--- config.mk ---
export PLATFORM = sky130hd
export DESIGN_NAME = pipe_alu_issue_flat
export DESIGN_NICKNAME = d
export VERILOG_FILES = /design/src/rtl/pipe_alu_pkg.sv /design/src/rtl/pipe_alu_issue_if.sv /design/src/rtl/pipe_alu_fifo.sv /design/src/rtl/pipe_alu_issue.sv /design/src/flat_wrapper.sv
export SDC_FILE = /design/constraint.sdc
export NUM_CORES = 1
export LEC_CHECK = 0
export CORE_MARGIN = 1
export CORE_UTILIZATION = 35
export CTS_CLUSTER_SIZE = 30
export DETAILED_ROUTE_END_ITERATION = 10
export GPL_TIMING_DRIVEN = 0
export HOLD_SLACK_MARGIN = 0.03
export PLACE_DENSITY = 0.51
export RECOVER_POWER = 100
export SYNTH_ARGS = -nofsm -noshare
export SYNTH_HDL_FRONTEND = slang
export SYNTH_SLANG_ARGS = --single-unit
--- constraint.sdc ---
create_clock -name clk1 -period 2.9 [get_ports clk1]
set_input_delay 0.725 -clock clk1 [delete_from_list [all_inputs] [get_ports clk1]]
set_output_delay 0.725 -clock clk1 [all_outputs]
set_load 0.01 [all_outputs]
--- src/rtl/pipe_alu_pkg.sv ---
`default_nettype none
// ============================================================================
// Module      : pipe_alu_pkg
// Description : Instruction layout, func codes and register-file constants
//               shared by the pipeline_ALU issue stage.
// Revision    : 1.0 - initial release
// ============================================================================
package pipe_alu_pkg;

    localparam int INSTR_W   = 24;
    localparam int FIELD_W   = 4;
    localparam int ADDR_W    = 8;
    localparam int FUNC_LSB  = 20;
    localparam int RS1_LSB   = 16;
    localparam int RS2_LSB   = 12;
    localparam int RD_LSB    = 8;
    localparam int ADDR_LSB  = 0;

    localparam int REG_COUNT = 16;
    localparam int NUM_FUNC  = 12;

    localparam logic [FIELD_W-1:0] FN_ADD = 4'd0;
    localparam logic [FIELD_W-1:0] FN_SUB = 4'd1;
    localparam logic [FIELD_W-1:0] FN_MUL = 4'd2;
    localparam logic [FIELD_W-1:0] FN_SLA = 4'd11;

    // Field order matches the packed word: func is the top nibble.
    typedef struct packed {
        logic [FIELD_W-1:0] func;
        logic [FIELD_W-1:0] rs1;
        logic [FIELD_W-1:0] rs2;
        logic [FIELD_W-1:0] rd;
        logic [ADDR_W-1:0]  addr;
    } instr_t;

    function automatic logic func_legal(input logic [FIELD_W-1:0] f, input int num_func);
        return int'(f) < num_func;
    endfunction

endpackage
`default_nettype wire

--- src/rtl/pipe_alu_issue_if.sv ---
`default_nettype none
// ============================================================================
// Module      : pipe_alu_issue_if
// Description : Instruction intake handshake plus the issue bus to pipeline_ALU.
// Revision    : 1.0 - initial release
// ============================================================================
interface pipe_alu_issue_if;

    logic                                in_valid;
    logic                                in_ready;
    logic [pipe_alu_pkg::INSTR_W-1:0]    in_instr;
    logic                                iss_valid;
    logic [pipe_alu_pkg::FIELD_W-1:0]    rs1;
    logic [pipe_alu_pkg::FIELD_W-1:0]    rs2;
    logic [pipe_alu_pkg::FIELD_W-1:0]    rd;
    logic [pipe_alu_pkg::FIELD_W-1:0]    func;
    logic [pipe_alu_pkg::ADDR_W-1:0]     addr;

    modport master (
        output in_valid, in_instr,
        input  in_ready, iss_valid, rs1, rs2, rd, func, addr
    );

    modport slave (
        input  in_valid, in_instr,
        output in_ready, iss_valid, rs1, rs2, rd, func, addr
    );

endinterface
`default_nettype wire

--- src/rtl/pipe_alu_fifo.sv ---
`default_nettype none
// ============================================================================
// Module      : pipe_alu_fifo
// Description : Synchronous in-order FIFO with occupancy output; no bypass.
// Revision    : 1.0 - initial release
// ============================================================================
module pipe_alu_fifo #(
    parameter int DEPTH = 4,
    parameter int WIDTH = 24
) (
    input  wire logic                     clk,
    input  wire logic                     rst,
    input  wire logic                     i_push,
    input  wire logic                     i_pop,
    input  wire logic [WIDTH-1:0]         i_wdata,
    output logic      [WIDTH-1:0]         o_rdata,
    output logic                          o_full,
    output logic                          o_empty,
    output logic      [$clog2(DEPTH):0]   o_level
);

    localparam int c_AW = $clog2(DEPTH);

    logic [WIDTH-1:0] r_mem [DEPTH];
    logic [c_AW:0]    r_wptr;
    logic [c_AW:0]    r_rptr;
    logic             w_wr;
    logic             w_rd;

    // Extra pointer MSB distinguishes full from empty when the indices match.
    assign o_empty = (r_wptr == r_rptr);
    assign o_full  = (r_wptr[c_AW] != r_rptr[c_AW]) &&
                     (r_wptr[c_AW-1:0] == r_rptr[c_AW-1:0]);
    assign o_level = r_wptr - r_rptr;
    assign o_rdata = r_mem[r_rptr[c_AW-1:0]];

    assign w_rd = i_pop && !o_empty;
    assign w_wr = i_push && (!o_full || w_rd);

    always_ff @(posedge clk) begin
        if (rst) begin
            r_wptr <= '0;
            r_rptr <= '0;
        end else begin
            if (w_wr) r_wptr <= r_wptr + (c_AW+1)'(1);
            if (w_rd) r_rptr <= r_rptr + (c_AW+1)'(1);
        end
    end

    always_ff @(posedge clk) begin
        if (w_wr) r_mem[r_wptr[c_AW-1:0]] <= i_wdata;
    end

endmodule
`default_nettype wire

--- src/rtl/pipe_alu_issue.sv ---
`default_nettype none
// ============================================================================
// Module      : pipe_alu_issue
// Description : In-order issue stage for pipeline_ALU with RAW interlock,
//               illegal-func drop and hazard-stall counter.
// Revision    : 1.0 - initial release
// ============================================================================
module pipe_alu_issue #(
    parameter int FIFO_DEPTH = 4,
    parameter int WB_LAT     = 3,
    parameter int NUM_FUNC   = pipe_alu_pkg::NUM_FUNC
) (
    input  wire logic                         clk1,
    input  wire logic                         rst,
    pipe_alu_issue_if.slave                   bus,
    output logic                              illegal,
    output logic [15:0]                       stall_cnt,
    output logic [$clog2(FIFO_DEPTH):0]       fifo_level
);
    import pipe_alu_pkg::*;

    localparam int                    c_PEND_W    = $clog2(WB_LAT) + 1;
    localparam logic [c_PEND_W-1:0]   c_PEND_LOAD = c_PEND_W'(WB_LAT - 1);

    logic                  w_full;
    logic                  w_empty;
    logic                  w_push;
    logic                  w_pop;
    logic [INSTR_W-1:0]    w_head_raw;
    instr_t                w_head;
    logic                  w_head_illegal;
    logic                  w_hazard;
    logic                  w_issue;

    logic [c_PEND_W-1:0]   r_pending [REG_COUNT];
    logic                  r_iss_valid;
    logic                  r_illegal;
    logic [FIELD_W-1:0]    r_rs1;
    logic [FIELD_W-1:0]    r_rs2;
    logic [FIELD_W-1:0]    r_rd;
    logic [FIELD_W-1:0]    r_func;
    logic [ADDR_W-1:0]     r_addr;
    logic [15:0]           r_stall_cnt;

    assign bus.in_ready = !w_full && !rst;
    assign w_push       = bus.in_valid && bus.in_ready;

    pipe_alu_fifo #(
        .DEPTH (FIFO_DEPTH),
        .WIDTH (INSTR_W)
    ) u_fifo (
        .clk     (clk1),
        .rst     (rst),
        .i_push  (w_push),
        .i_pop   (w_pop),
        .i_wdata (bus.in_instr),
        .o_rdata (w_head_raw),
        .o_full  (w_full),
        .o_empty (w_empty),
        .o_level (fifo_level)
    );

    // Head decision: illegal drop, RAW stall, or issue -- mutually exclusive.
    assign w_head         = instr_t'(w_head_raw);
    assign w_head_illegal = !w_empty && !func_legal(w_head.func, NUM_FUNC);
    assign w_hazard       = !w_empty && !w_head_illegal &&
                            ((r_pending[w_head.rs1] != '0) || (r_pending[w_head.rs2] != '0));
    assign w_issue        = !w_empty && !w_head_illegal && !w_hazard;
    assign w_pop          = w_head_illegal || w_issue;

    always_ff @(posedge clk1) begin
        if (rst) begin
            r_iss_valid <= 1'b0;
            r_illegal   <= 1'b0;
            r_rs1       <= '0;
            r_rs2       <= '0;
            r_rd        <= '0;
            r_func      <= '0;
            r_addr      <= '0;
            r_stall_cnt <= '0;
            for (int i = 0; i < REG_COUNT; i++) r_pending[i] <= '0;
        end else begin
            r_iss_valid <= w_issue;
            r_illegal   <= w_head_illegal;
            if (w_issue) begin
                r_rs1  <= w_head.rs1;
                r_rs2  <= w_head.rs2;
                r_rd   <= w_head.rd;
                r_func <= w_head.func;
                r_addr <= w_head.addr;
            end
            if (w_hazard && (r_stall_cnt != 16'hFFFF)) r_stall_cnt <= r_stall_cnt + 16'd1;
            for (int i = 0; i < REG_COUNT; i++) begin
                if (r_pending[i] != '0) r_pending[i] <= r_pending[i] - c_PEND_W'(1);
            end
            // Later assignment lets a fresh load override the decrement.
            if (w_issue) r_pending[w_head.rd] <= c_PEND_LOAD;
        end
    end

    assign bus.iss_valid = r_iss_valid;
    assign bus.rs1       = r_rs1;
    assign bus.rs2       = r_rs2;
    assign bus.rd        = r_rd;
    assign bus.func      = r_func;
    assign bus.addr      = r_addr;
    assign illegal       = r_illegal;
    assign stall_cnt     = r_stall_cnt;

endmodule
`default_nettype wire

--- src/flat_wrapper.sv ---
// flat-port wrapper written by rule: the top's interface ports become plain ports
module pipe_alu_issue_flat import pipe_alu_pkg::*;
#(
    parameter int FIFO_DEPTH = 4,
    parameter int WB_LAT     = 3,
    parameter int NUM_FUNC   = pipe_alu_pkg::NUM_FUNC
)
  (clk1, rst, illegal, stall_cnt, fifo_level, bus_in_valid, bus_in_instr, bus_in_ready, bus_iss_valid, bus_rs1, bus_rs2, bus_rd, bus_func, bus_addr);
  pipe_alu_issue_if bus_i ();
  input  wire logic clk1;
  input  wire logic rst;
  output logic illegal;
  output logic [15:0] stall_cnt;
  output logic [$clog2(FIFO_DEPTH):0] fifo_level;
  input wire logic [$bits(bus_i.in_valid)-1:0] bus_in_valid;
  input wire logic [$bits(bus_i.in_instr)-1:0] bus_in_instr;
  output wire logic [$bits(bus_i.in_ready)-1:0] bus_in_ready;
  output wire logic [$bits(bus_i.iss_valid)-1:0] bus_iss_valid;
  output wire logic [$bits(bus_i.rs1)-1:0] bus_rs1;
  output wire logic [$bits(bus_i.rs2)-1:0] bus_rs2;
  output wire logic [$bits(bus_i.rd)-1:0] bus_rd;
  output wire logic [$bits(bus_i.func)-1:0] bus_func;
  output wire logic [$bits(bus_i.addr)-1:0] bus_addr;
  assign bus_i.in_valid = bus_in_valid;
  assign bus_i.in_instr = bus_in_instr;
  assign bus_in_ready = bus_i.in_ready;
  assign bus_iss_valid = bus_i.iss_valid;
  assign bus_rs1 = bus_i.rs1;
  assign bus_rs2 = bus_i.rs2;
  assign bus_rd = bus_i.rd;
  assign bus_func = bus_i.func;
  assign bus_addr = bus_i.addr;
  pipe_alu_issue #(.FIFO_DEPTH(FIFO_DEPTH), .WB_LAT(WB_LAT), .NUM_FUNC(NUM_FUNC)) u_core (.clk1(clk1), .rst(rst), .bus(bus_i), .illegal(illegal), .stall_cnt(stall_cnt), .fifo_level(fifo_level));
endmodule
==> results of run 1 <==
==> timing repair <==
item                                    in CTS  in global routing
setup buffers                               19                  7
pin swaps                                   24                 10
resized for setup                           87                 41
endpoints found under the setup margin     121                 95
cloned                                       4                  1
==> how the worst max path moves through the flow <==
stage | start | end | slack (ns)
after floorplan | flop | u_core.stall_cnt[12]$_SDFFE_PP0P_ | 0.07
after global placement | flop | u_core.bus.addr[1]$_SDFFE_PP0N_ | -0.65
after detailed placement | flop | u_core.stall_cnt[7]$_SDFFE_PP0P_ | -0.65
after CTS | flop | u_core.bus.func[1]$_SDFFE_PP0N_ | -0.14
after global routing | flop | u_core.bus.addr[0]$_SDFFE_PP0N_ | -0.35
final | flop | u_core.bus.func[1]$_SDFFE_PP0N_ | -0.21
==> through the flow <==
step,instances,setup TNS [ns]
after global routing,1222,-26.12
after detailed placement,1160,-61.89
final,1222,-12.10
after global placement,1159,-87.56
after CTS,1214,-5.60
after floorplan,757,0
==> power by group through the flow <==
stage	registers (W)	logic, W	clock network, W
after global placement	0.00377	0.00421	0
final	0.00374	0.00542	0.00240
after detailed placement	0.00376	0.00424	0
after global routing	0.00380	0.00593	0.00256
after CTS	0.00373	0.00504	0.00244
after floorplan	0.00367	0.00310	0
==> layer usage <==
| layer | share of wire | vias up | wire (microns) | global-route usage |
|---|---|---|---|---|
| met5 | 0 | - | 0 | 0 |
| met4 | 0.013 | 0 | 305 | 0.0450 |
| met3 | 0.035 | 22 | 806 | 0.0317 |
| met2 | 0.49 | 107 | 11300 | 0.300 |
| met1 | 0.47 | 3129 | 10800 | 0.240 |
| li1 | - | 3040 | - | - |
==> critical path, stage by stage (launching register included) <==
cell and delay [ns]:
dfxtp_2 0.34, buf_8 0.13, buf_4 0.24, mux4_2 0.62, buf_4 0.19, nor2_1 0.12
nor4b_4 0.29, nor4_4 0.09, a211oi_2 0.25, buf_6 0.20, buf_12 0.12, buf_12 0.12
mux2i_1 0.18, nor2_1 0.05
==> area by class of cell <==
type / count / share of cell area
well taps: 330 / 0.0355
plain buffers: 42 / 0.0313
inverters: 49 / 0.0158
flip-flops and latches: 194 / 0.417
repair buffers: 104 / 0.0917
clock inverters: 14 / 0.0148
clock buffers: 18 / 0.0369
multi-input cells: 471 / 0.357
==> flip-flops by register name, summed over array words and instances (netlist names), named ones only <==
name                  count
u_core.illegal            1
u_core.bus.func           4
u_core.u_fifo.r_mem      96
u_core.u_fifo.r_wptr      3
u_core.u_fifo.r_rptr      3
u_core.bus.rs2            4
u_core.bus.addr           8
u_core.bus.rs1            4
u_core.r_pending         48
u_core.bus.iss_valid      1
u_core.bus.rd             4
u_core.stall_cnt         16
==> cell families (layout without fill, tap and decap cells) <==
family	after synthesis	in the layout	synth area share
AOI/OAI and AO/OA	121	121	0.0914
DFF	194	194	0.540
buffers and inverters	92	227	0.0459
muxes	86	86	0.132
and+or+nand+nor	203	203	0.114
xor gates and xnor gates	20	20	0.0195
adders and majority gates	41	41	0.0580
==> synth_stat cells, types with 2 or more instances <==
cell type and number:
a211oi_1 3, a21oi_1 32, a22oi_1 5, a311oi_1 33, a31oi_1 10, and2_1 7
and3_1 14, and4_1 2, buf_2 8, buf_4 3, buf_6 6, clkbuf_1 26
dfxtp_1 98, edfxtp_1 96, ha_1 40, inv_1 49, mux2_1 6, mux2i_1 55
mux4_2 25, nand2_1 28, nand2b_1 12, nand3_1 23, nand4_1 6, nor2_1 66
nor2b_1 13, nor3_1 15, nor3b_1 2, nor4_1 3, o211ai_1 3, o21ai_0 13
o21ai_1 10, o311a_1 3, o311ai_0 4, or3_1 9, xnor2_1 14, xor2_1 6
==> results.md, run 1 <==
* Outcome: finished with violations
* Failing checks: setup timing
* Initial DRC Count at 372
* VDD IR max at 0.480 mV
* Crit path max fanout at 10
* # diodes at 0
* I/O pins at 73
* Cell area after synthesis at 8980 sq um
* Switching power share of the total at 0.389
* WS Path Type: reg2reg
* PwrDens at 994 nW/um^2
* Setup crit end kind: flop
* Min-delay worst type: reg2reg
* Sink of the worst hold path: u_core.bus.addr[1]$_SDFFE_PP0N_
* Vias per cell at 5.15
* Int Pwr at 0.00706 W
* Root buf cell: clkbuf_16
* Final HPWL DP at 15300 microns
* Grt ovf at 0
* Net switching power at 0.00449 W
* PortBufs at 72
* Max-slew violations at 0
* Prevailing post-synth register cell: dfxtp_1
* Post-CTS Hold Buffers at 0
* Reg clk slew, reported paths at 0.09 ns
* Area grow syn2layout at 29.5%
* Post-synthesis average cell area at 11.9 sq um
* Fin Hold WS at 0.496 ns
* Worst reg2reg path depth at 13
* Dominant cells by area after synthesis: edfxtp_1, dfxtp_1, mux4_2
* Clock Latency Late Sink at 0.44 ns
* Sequential fraction of design power at 0.323
* Std-Cell Rows at 58
* Drt first pass iters at 4
* Vias in the first global route at 6183
* Synth async-reset ratio at 0
* Clk sinks at 194
* Worst-margin pin slew at 0.930 ns
* Slew headroom at 0.380
* Largest net degree at the start of global routing at 26
* Share of cells above drive strength 1 at 0.194
* Synth Net Count at 825
* Area of the multi-input gates at 4150 sq um
* Fin. Hold Viols at 0
* Startpoint Class: flop
* Clk pwr share at 0.208
* Via count at 6298
* Core ar. at 25200 sq um
* Synth cell types at 45
* Unrepaired setup endpoints after global routing: yes
* DR WL/cell at 19.0 microns
* Reg area at 4850 sq um
* Final WL at 23200 microns
* Hold Path Origin: u_core.bus.addr[1]$_SDFFE_PP0N_
* GPL Wtd Cong at 0.810
* Cells after Synth at 757
* Initial antenna violation count at 0
* Crit path DAT at 3.39 ns
* Final setup violation count at 94
* Worst hold stages at 2
* Fin worst setup slack at -0.208 ns
* Gr usage total at 0.180
* Part of the cycle the worst path needs at 1.07
* Total power at 0.0116 W
* Pleak at 4.26 nW
* Initial Util at 0.357
* Die W at 162 microns
* Fillers at 2331
* H-tree levels at 4
* Maxcap violations at 0
* Placed cell area at 10100 sq um
* Post-synthesis sequential area ratio at 0.540
* Max Clock Skew at 0.0283 ns
* Clk buf depth at 2
* R2r setup slk at -0.21 ns
* Cts bufs inserted at 17
* Comb pwr share at 0.469
* TritonCTS clock tree: built
* Area fraction of the dominant cell type after synthesis at 0.321
* Area leader, netlist: edfxtp_1
* Die height at 162 microns
* Ys Warns at 0
* DIE AREA at 26300 sq um
* Peak Freq at 322 MHz
* Reg2reg end: u_core.bus.func[1]$_SDFFE_PP0N_
* First-pass GRT wire length at 35500 microns
* Post-synth EDFFs at 96
* Pre-CTS WS at -0.647 ns
* Final net count at 947
* Commonest cells after routing, fill and taps aside: dfxtp_1, edfxtp_1, dlygate4sd3_1, nor2_1, mux2i_1
* Final core utilization at 0.462
* Post-DRT Antenna Nets at 0
* Synth Register Bits at 194
* Min Clock Period, post-route at 3.11 ns
* Finished Cell Area at 11600 sq um
* DRC viols at 0
* CP required at 3.18 ns
Power figures use the tool's default switching activity.
==> run 2: changes to the inputs <==
--- a/config.mk
+++ b/config.mk
@@ -5,13 +5,14 @@
 export SDC_FILE = /design/constraint.sdc
 export NUM_CORES = 1
 export LEC_CHECK = 0
+export ABC_AREA = 1
 export CORE_MARGIN = 1
-export CORE_UTILIZATION = 35
+export CORE_UTILIZATION = 53
 export CTS_CLUSTER_SIZE = 30
 export DETAILED_ROUTE_END_ITERATION = 10
 export GPL_TIMING_DRIVEN = 0
 export HOLD_SLACK_MARGIN = 0.03
-export PLACE_DENSITY = 0.51
+export PLACE_DENSITY = 0.73
 export RECOVER_POWER = 100
 export SYNTH_ARGS = -nofsm -noshare
 export SYNTH_HDL_FRONTEND = slang
==> results.md, run 2 <==
* Commonest cells after routing, fill and taps aside: nand2_1, inv_1, dfxtp_1, edfxtp_1, nor2_1
* Pleak at 4.53 nW
* Final core utilization at 0.647
* Part of the cycle the worst path needs at 0.958
* Synth cell types at 44
* PortBufs at 71
* Clock Latency Late Sink at 0.44 ns
* Min Clock Period, post-route at 2.78 ns
* Final WL at 20000 microns
* Root buf cell: clkbuf_16
* Fin Hold WS at 0.472 ns
* Maxcap violations at 0
* Comb pwr share at 0.438
* Post-synth EDFFs at 96
* Synth Register Bits at 194
* Post-synthesis sequential area ratio at 0.527
* Initial Util at 0.548
* Crit path max fanout at 5
* Sequential fraction of design power at 0.336
* Unrepaired setup endpoints after global routing: no
* Area fraction of the dominant cell type after synthesis at 0.314
* Commonest non-fill, non-tap cell in the layout: nand2_1
* Max FFs per register at 96
* Slew headroom at 0.295
* Clk buf depth at 2
* Final setup violation count at 0
* Cells after Synth at 1011
* Cts bufs inserted at 17
* GPL Wtd Cong at 0.877
* TritonCTS clock tree: built
* VDD IR max at 0.636 mV
* Vias in the first global route at 6696
* Final HPWL DP at 14100 microns
* Worst reg2reg path depth at 6
* First-pass GRT wire length at 32700 microns
* Reg2reg end: u_core.u_fifo.r_mem[1][3]$_DFFE_PP_
* # diodes at 0
* Switching power share of the total at 0.406
* DRC viols at 0
* Post-CTS Hold Buffers at 0
* Startpoint Class: flop
* Initial DRC Count at 378
* Via count at 7103
* Synth async-reset ratio at 0
* Setup crit end kind: output pin
* H-tree levels at 4
* Dpl cells at 1305
* Max Clock Skew at 0.0132 ns
* Int Pwr at 0.00647 W
* Post-synthesis average cell area at 9.09 sq um
* Die height at 134 microns
* Worst-margin pin slew at 1.05 ns
* Non-Filler Instances at 1337
* Fin. Hold Viols at 0
* Post-synth top cells: nand2_1, inv_1, dfxtp_1, edfxtp_1, nor2_1
* Post-DRT Antenna Nets at 0
* Peak Freq at 360 MHz
* Fillers at 1371
* DR WL/cell at 15.0 microns
* Net switching power at 0.00442 W
* Prevailing post-synth register cell: dfxtp_1
* I/O pins at 73
* Clk sinks at 194
* Synth Net Count at 1079
* R2r setup slk at 0.19 ns
* WS Path Type: reg2out
* Reg clk slew, reported paths at 0.08 ns
* Hold Path Origin: u_core.r_pending[13][0]$_SDFFE_PP0P_
* Min-delay worst type: reg2reg
* Reg-to-Reg Start: u_core.u_fifo.r_wptr[0]$_SDFFE_PP0P_
* Ys Warns at 0
* PwrDens at 1000 nW/um^2
* Std-Cell Rows at 47
* Fin worst setup slack at 0.123 ns
* Dominant cells by area after synthesis: edfxtp_1, dfxtp_1, nand2_1
* Die W at 134 microns
* Final net count at 1172
* Worst hold stages at 2
* Count leader, synth: nand2_1
* Share of cells above drive strength 1 at 0.0815
* Core ar. at 16800 sq um
* Grt ovf at 0
* Pre-CTS WS at -0.481 ns
* Largest net degree at the start of global routing at 25
* DIE AREA at 17900 sq um
* Crit path DAT at 2.05 ns
* Outcome: completed
* Cell area after synthesis at 9190 sq um
* Area grow syn2layout at 18.0%
* Vias per cell at 5.31
* Clk pwr share at 0.226
* Sink of the worst hold path: u_core.r_pending[13][0]$_SDFFE_PP0P_
* Area leader, netlist: edfxtp_1
* CP required at 2.17 ns
* Gr usage total at 0.238
* Initial antenna violation count at 0
* Drt first pass iters at 5
* Max-slew violations at 0
## run 2: worst max-delay path, cell delays in order (launching register included)
cell and delay, ns:
dfxtp_2 0.34, inv_1 0.09, ha_1 0.35, a31oi_1 0.25, clkdlybuf4s50_1 0.58
## run 2: metal layers
| metal | share of wire | up-vias | wire (microns) | global-route usage |
|---|---|---|---|---|
| met5 | 0 | - | 0 | 0 |
| met4 | 0.024 | 0 | 474 | 0.0985 |
| met1 | 0.44 | 3327 | 8760 | 0.302 |
| li1 | - | 3569 | - | - |
| met2 | 0.49 | 173 | 9910 | 0.403 |
| met3 | 0.044 | 34 | 890 | 0.0400 |
## run 2: stage by stage
step,power (W),TNS (ns),area [sq um]
2_1_floorplan,0.00724,0,9190
3_3_place_gp,0.00845,-84.20,10200
3_5_place_dp,0.00858,-7.93,10300
4_1_cts,0.0111,0,10900
5_1_grt,0.0117,0,10800
6_report,0.0109,0,10800
## run 2: cells by family (layout without fill, tap and decap cells)
logic type | Yosys count | count (layout) | synth area share
AOI/OAI and AO/OA | 143 | 143 | 0.0902
xor gates and xnor gates | 26 | 26 | 0.0248
adders and majority gates | 41 | 41 | 0.0567
buffers and inverters | 162 | 268 | 0.0764
DFF | 194 | 194 | 0.527
and+or+nand+nor | 445 | 445 | 0.225
## run 2: area by class of cell
class	instances	area, sq um	share of cell area
Tap cell	220	275	0.0254
Sequential cell	194	4850	0.447
Buffer	35	220	0.0203
Clock buffer	18	439	0.0405
Clock inverter	14	201	0.0186
Multi-Input combinational cell	655	3610	0.333
Inverter	127	479	0.0442
Timing Repair Buffer	74	769	0.0710
## run 2: power groups by stage
stage | combinational (W) | clock, W | sequential (W)
floorplan | 0.00354 | 0 | 0.00371
global placement | 0.00473 | 0 | 0.00371
detailed placement | 0.00486 | 0 | 0.00372
CTS | 0.00491 | 0.00250 | 0.00366
global route | 0.00541 | 0.00260 | 0.00371
finish | 0.00477 | 0.00246 | 0.00365
## run 2: worst max path at each step
| stage | endpoint | startpoint | depth (start not counted) |
|---|---|---|---|
| CTS | fifo_level[1] | u_core.u_fifo.r_wptr[0]$_SDFFE_PP0P_ | 5 |
| detailed placement | u_core.u_fifo.r_wptr[1]$_SDFFE_PP0P_ | rst | 7 |
| global placement | u_core.u_fifo.r_mem[0][4]$_DFFE_PP_ | rst | 4 |
| global route | u_core.bus.addr[1]$_SDFFE_PP0N_ | flop | 16 |
| finish | bus_in_ready | u_core.u_fifo.r_wptr[0]$_SDFFE_PP0P_ | 4 |
| floorplan | u_core.u_fifo.r_mem[0][0]$_DFFE_PP_ | rst | 4 |
## run 2: timing repair
| action | in CTS | in global routing |
|---|---|---|
| gates cloned | 0 | 0 |
| setup endpoints to repair | 2 | 23 |
| setup buffers | 0 | 0 |
| resized for setup | 2 | 3 |
| hold endpoints to repair | 0 | 0 |
==> run 3: changes to the inputs <==
--- a/config.mk
+++ b/config.mk
@@ -7,12 +7,12 @@
 export LEC_CHECK = 0
 export ABC_AREA = 1
 export CORE_MARGIN = 1
-export CORE_UTILIZATION = 53
+export CORE_UTILIZATION = 40
 export CTS_CLUSTER_SIZE = 30
 export DETAILED_ROUTE_END_ITERATION = 10
 export GPL_TIMING_DRIVEN = 0
 export HOLD_SLACK_MARGIN = 0.03
-export PLACE_DENSITY = 0.73
+export PLACE_DENSITY = 0.57
 export RECOVER_POWER = 100
 export SYNTH_ARGS = -nofsm -noshare
 export SYNTH_HDL_FRONTEND = slang
==> results.md, run 3 (synthesis results as in run 2) <==
* Worst reg2reg path depth at 14
* Part of the cycle the worst path needs at 0.960
* Crit. Startpoint: u_core.u_fifo.r_wptr[0]$_SDFFE_PP0P_
* Reg2reg end: u_core.r_pending[15][1]$_SDFFE_PP1P_
* Worst-margin pin slew at 0.843 ns
* Slowest cell on crit path: clkdlybuf4s50_1
* Top cell family by delay on the critical path: buffers and inverters
* Drt first pass iters at 8
* Setup TNS at 0 ns
* Clk buf depth at 2
* Reg clk slew, reported paths at 0.08 ns
* Grt ovf at 0
* Initial antenna violation count at 0
* Reg area at 4850 sq um
* Area of the multi-input gates at 3620 sq um
* I/O pins at 73
* Cell count along the critical path at 4
* R2r setup slk at 0.24 ns
* Min-delay worst type: reg2reg
* Clock Latency Late Sink at 0.45 ns
* Post-CTS Hold Buffers at 0
* Startpoint Class: flop
* Fillers at 2189
* Vias per cell at 4.96
* Peak Freq at 359 MHz
* Final setup violation count at 0
* Final HPWL DP at 14600 microns
* Unrepaired setup endpoints after global routing: no
* WS Path Type: reg2out
* PwrDens at 1010 nW/um^2
* Dpl cells at 1367
* Commonest non-fill, non-tap cell in the layout: nand2_1
* Setup crit end kind: output pin
* Std-Cell Rows at 55
* Max Clock Skew at 0.0157 ns
* Final net count at 1169
* Crit path max fanout at 5
* Root buf cell: clkbuf_16
* Share of cells above drive strength 1 at 0.0799
* Area grow syn2layout at 18.4%
* Cts bufs inserted at 17
* Post-DRT Antenna Nets at 0
* DRC viols at 0
* Die W at 154 microns
* CP required at 2.17 ns
* Maxcap violations at 0
* Max-slew violations at 0
* DIE AREA at 23600 sq um
* VDD IR max at 0.436 mV
* Largest net degree at the start of global routing at 27
* Core ar. at 22600 sq um
* Vias in the first global route at 6726
* Non-Filler Instances at 1399
* Min Clock Period, post-route at 2.78 ns
* PortBufs at 71
* Gr usage total at 0.187
* Max stage delay on crit path at 0.58 ns
* Die height at 154 microns
* GPL Wtd Cong at 0.853
* Crit path to: bus_in_ready
* TritonCTS clock tree: built
* Outcome: completed
* # diodes at 0
* Pleak at 4.51 nW
* Via count at 6945
* DR WL/cell at 15.0 microns
* Final WL at 21000 microns
* Final core utilization at 0.482
* First-pass GRT wire length at 34100 microns
* Commonest cells after routing, fill and taps aside: nand2_1, inv_1, dfxtp_1, edfxtp_1, nor2_1
* Max FFs per register at 96
* Initial DRC Count at 444
* Slew headroom at 0.437
* Buf+Inv Stages, Crit Path at 2
* Initial Util at 0.407
* Clk sinks at 194
* CP Cell Sequence: inv_1, ha_1, a31oi_1, clkdlybuf4s50_1
* H-tree levels at 4
* Fin. Hold Viols at 0
* Crit path DAT at 2.06 ns
## run 3: cell count changes in the layout (fill, tap and decap cells not counted), sizes merged
cell | before | now
clkinv | 7 | 5
buf | 20 | 16
clkdlybuf4s25 | 1 | 0
dlygate4sd2 | 1 | 2
inv | 133 | 136
## run 3: layer usage
metal	global-route usage	vias up	wire, microns
met5	0	-	0
met2	0.325	108	10300
met3	0.0302	22	639
li1	-	3552	-
met1	0.237	3263	9720
met4	0.0629	0	324
## run 3: stage by stage
stage	total power [W]	hold WS (ns)	setup WS, ns	instance area [sq um]
global placement	0.00855	0.441	-1.23	10300
detailed placement	0.00864	0.453	-0.615	10300
floorplan	0.00724	0.432	0.00951	9190
global route	0.0119	0.502	0.0133	10900
finish	0.0110	0.473	0.116	10900
CTS	0.0112	0.475	0.0951	10900
## run 3: worst min path at each step
stage	from	end	slack, ns	cells after the start
after floorplan	u_core.r_pending[13][0]$_SDFFE_PP0P_	u_core.r_pending[13][0]$_SDFFE_PP0P_	0.43	2
after global placement	u_core.r_pending[13][0]$_SDFFE_PP0P_	u_core.r_pending[13][0]$_SDFFE_PP0P_	0.44	2
after detailed placement	u_core.r_pending[13][0]$_SDFFE_PP0P_	u_core.r_pending[13][0]$_SDFFE_PP0P_	0.45	2
after CTS	u_core.r_pending[13][0]$_SDFFE_PP0P_	u_core.r_pending[13][0]$_SDFFE_PP0P_	0.48	2
after global routing	u_core.r_pending[13][0]$_SDFFE_PP0P_	u_core.r_pending[13][0]$_SDFFE_PP0P_	0.50	2
final	u_core.r_pending[13][0]$_SDFFE_PP0P_	u_core.r_pending[13][0]$_SDFFE_PP0P_	0.47	2
## run 3: power by group
group          leakage, nW  total, W  internal, W  switching (W)
clock                0.318   0.00258      0.00130        0.00128
sequential            1.68   0.00365      0.00337       0.000287
combinational         2.51   0.00477      0.00179        0.00298
total                 4.51    0.0110      0.00646        0.00455
## run 3: what timing repair did
action,CTS,global route
setup endpoints to repair,12,0
resized for setup,5,0
setup buffers,0,0
## run 3: cell type report
cell class,count,share of cell area
Sequential cell,194,0.445
Multi-Input combinational cell,655,0.333
Timing Repair Buffer,71,0.0651
Inverter,127,0.0441
Clock buffer,17,0.0391
Tap cell,285,0.0328
Clock inverter,15,0.0214
Buffer,35,0.0191
## run 3: worst min-delay path, delay by kind of cell (launching register included)
family             cells  cell delay, ns
AOI/OAI and AO/OA      1            0.05
DFF                    1            0.32
and+or+nand+nor        1            0.06
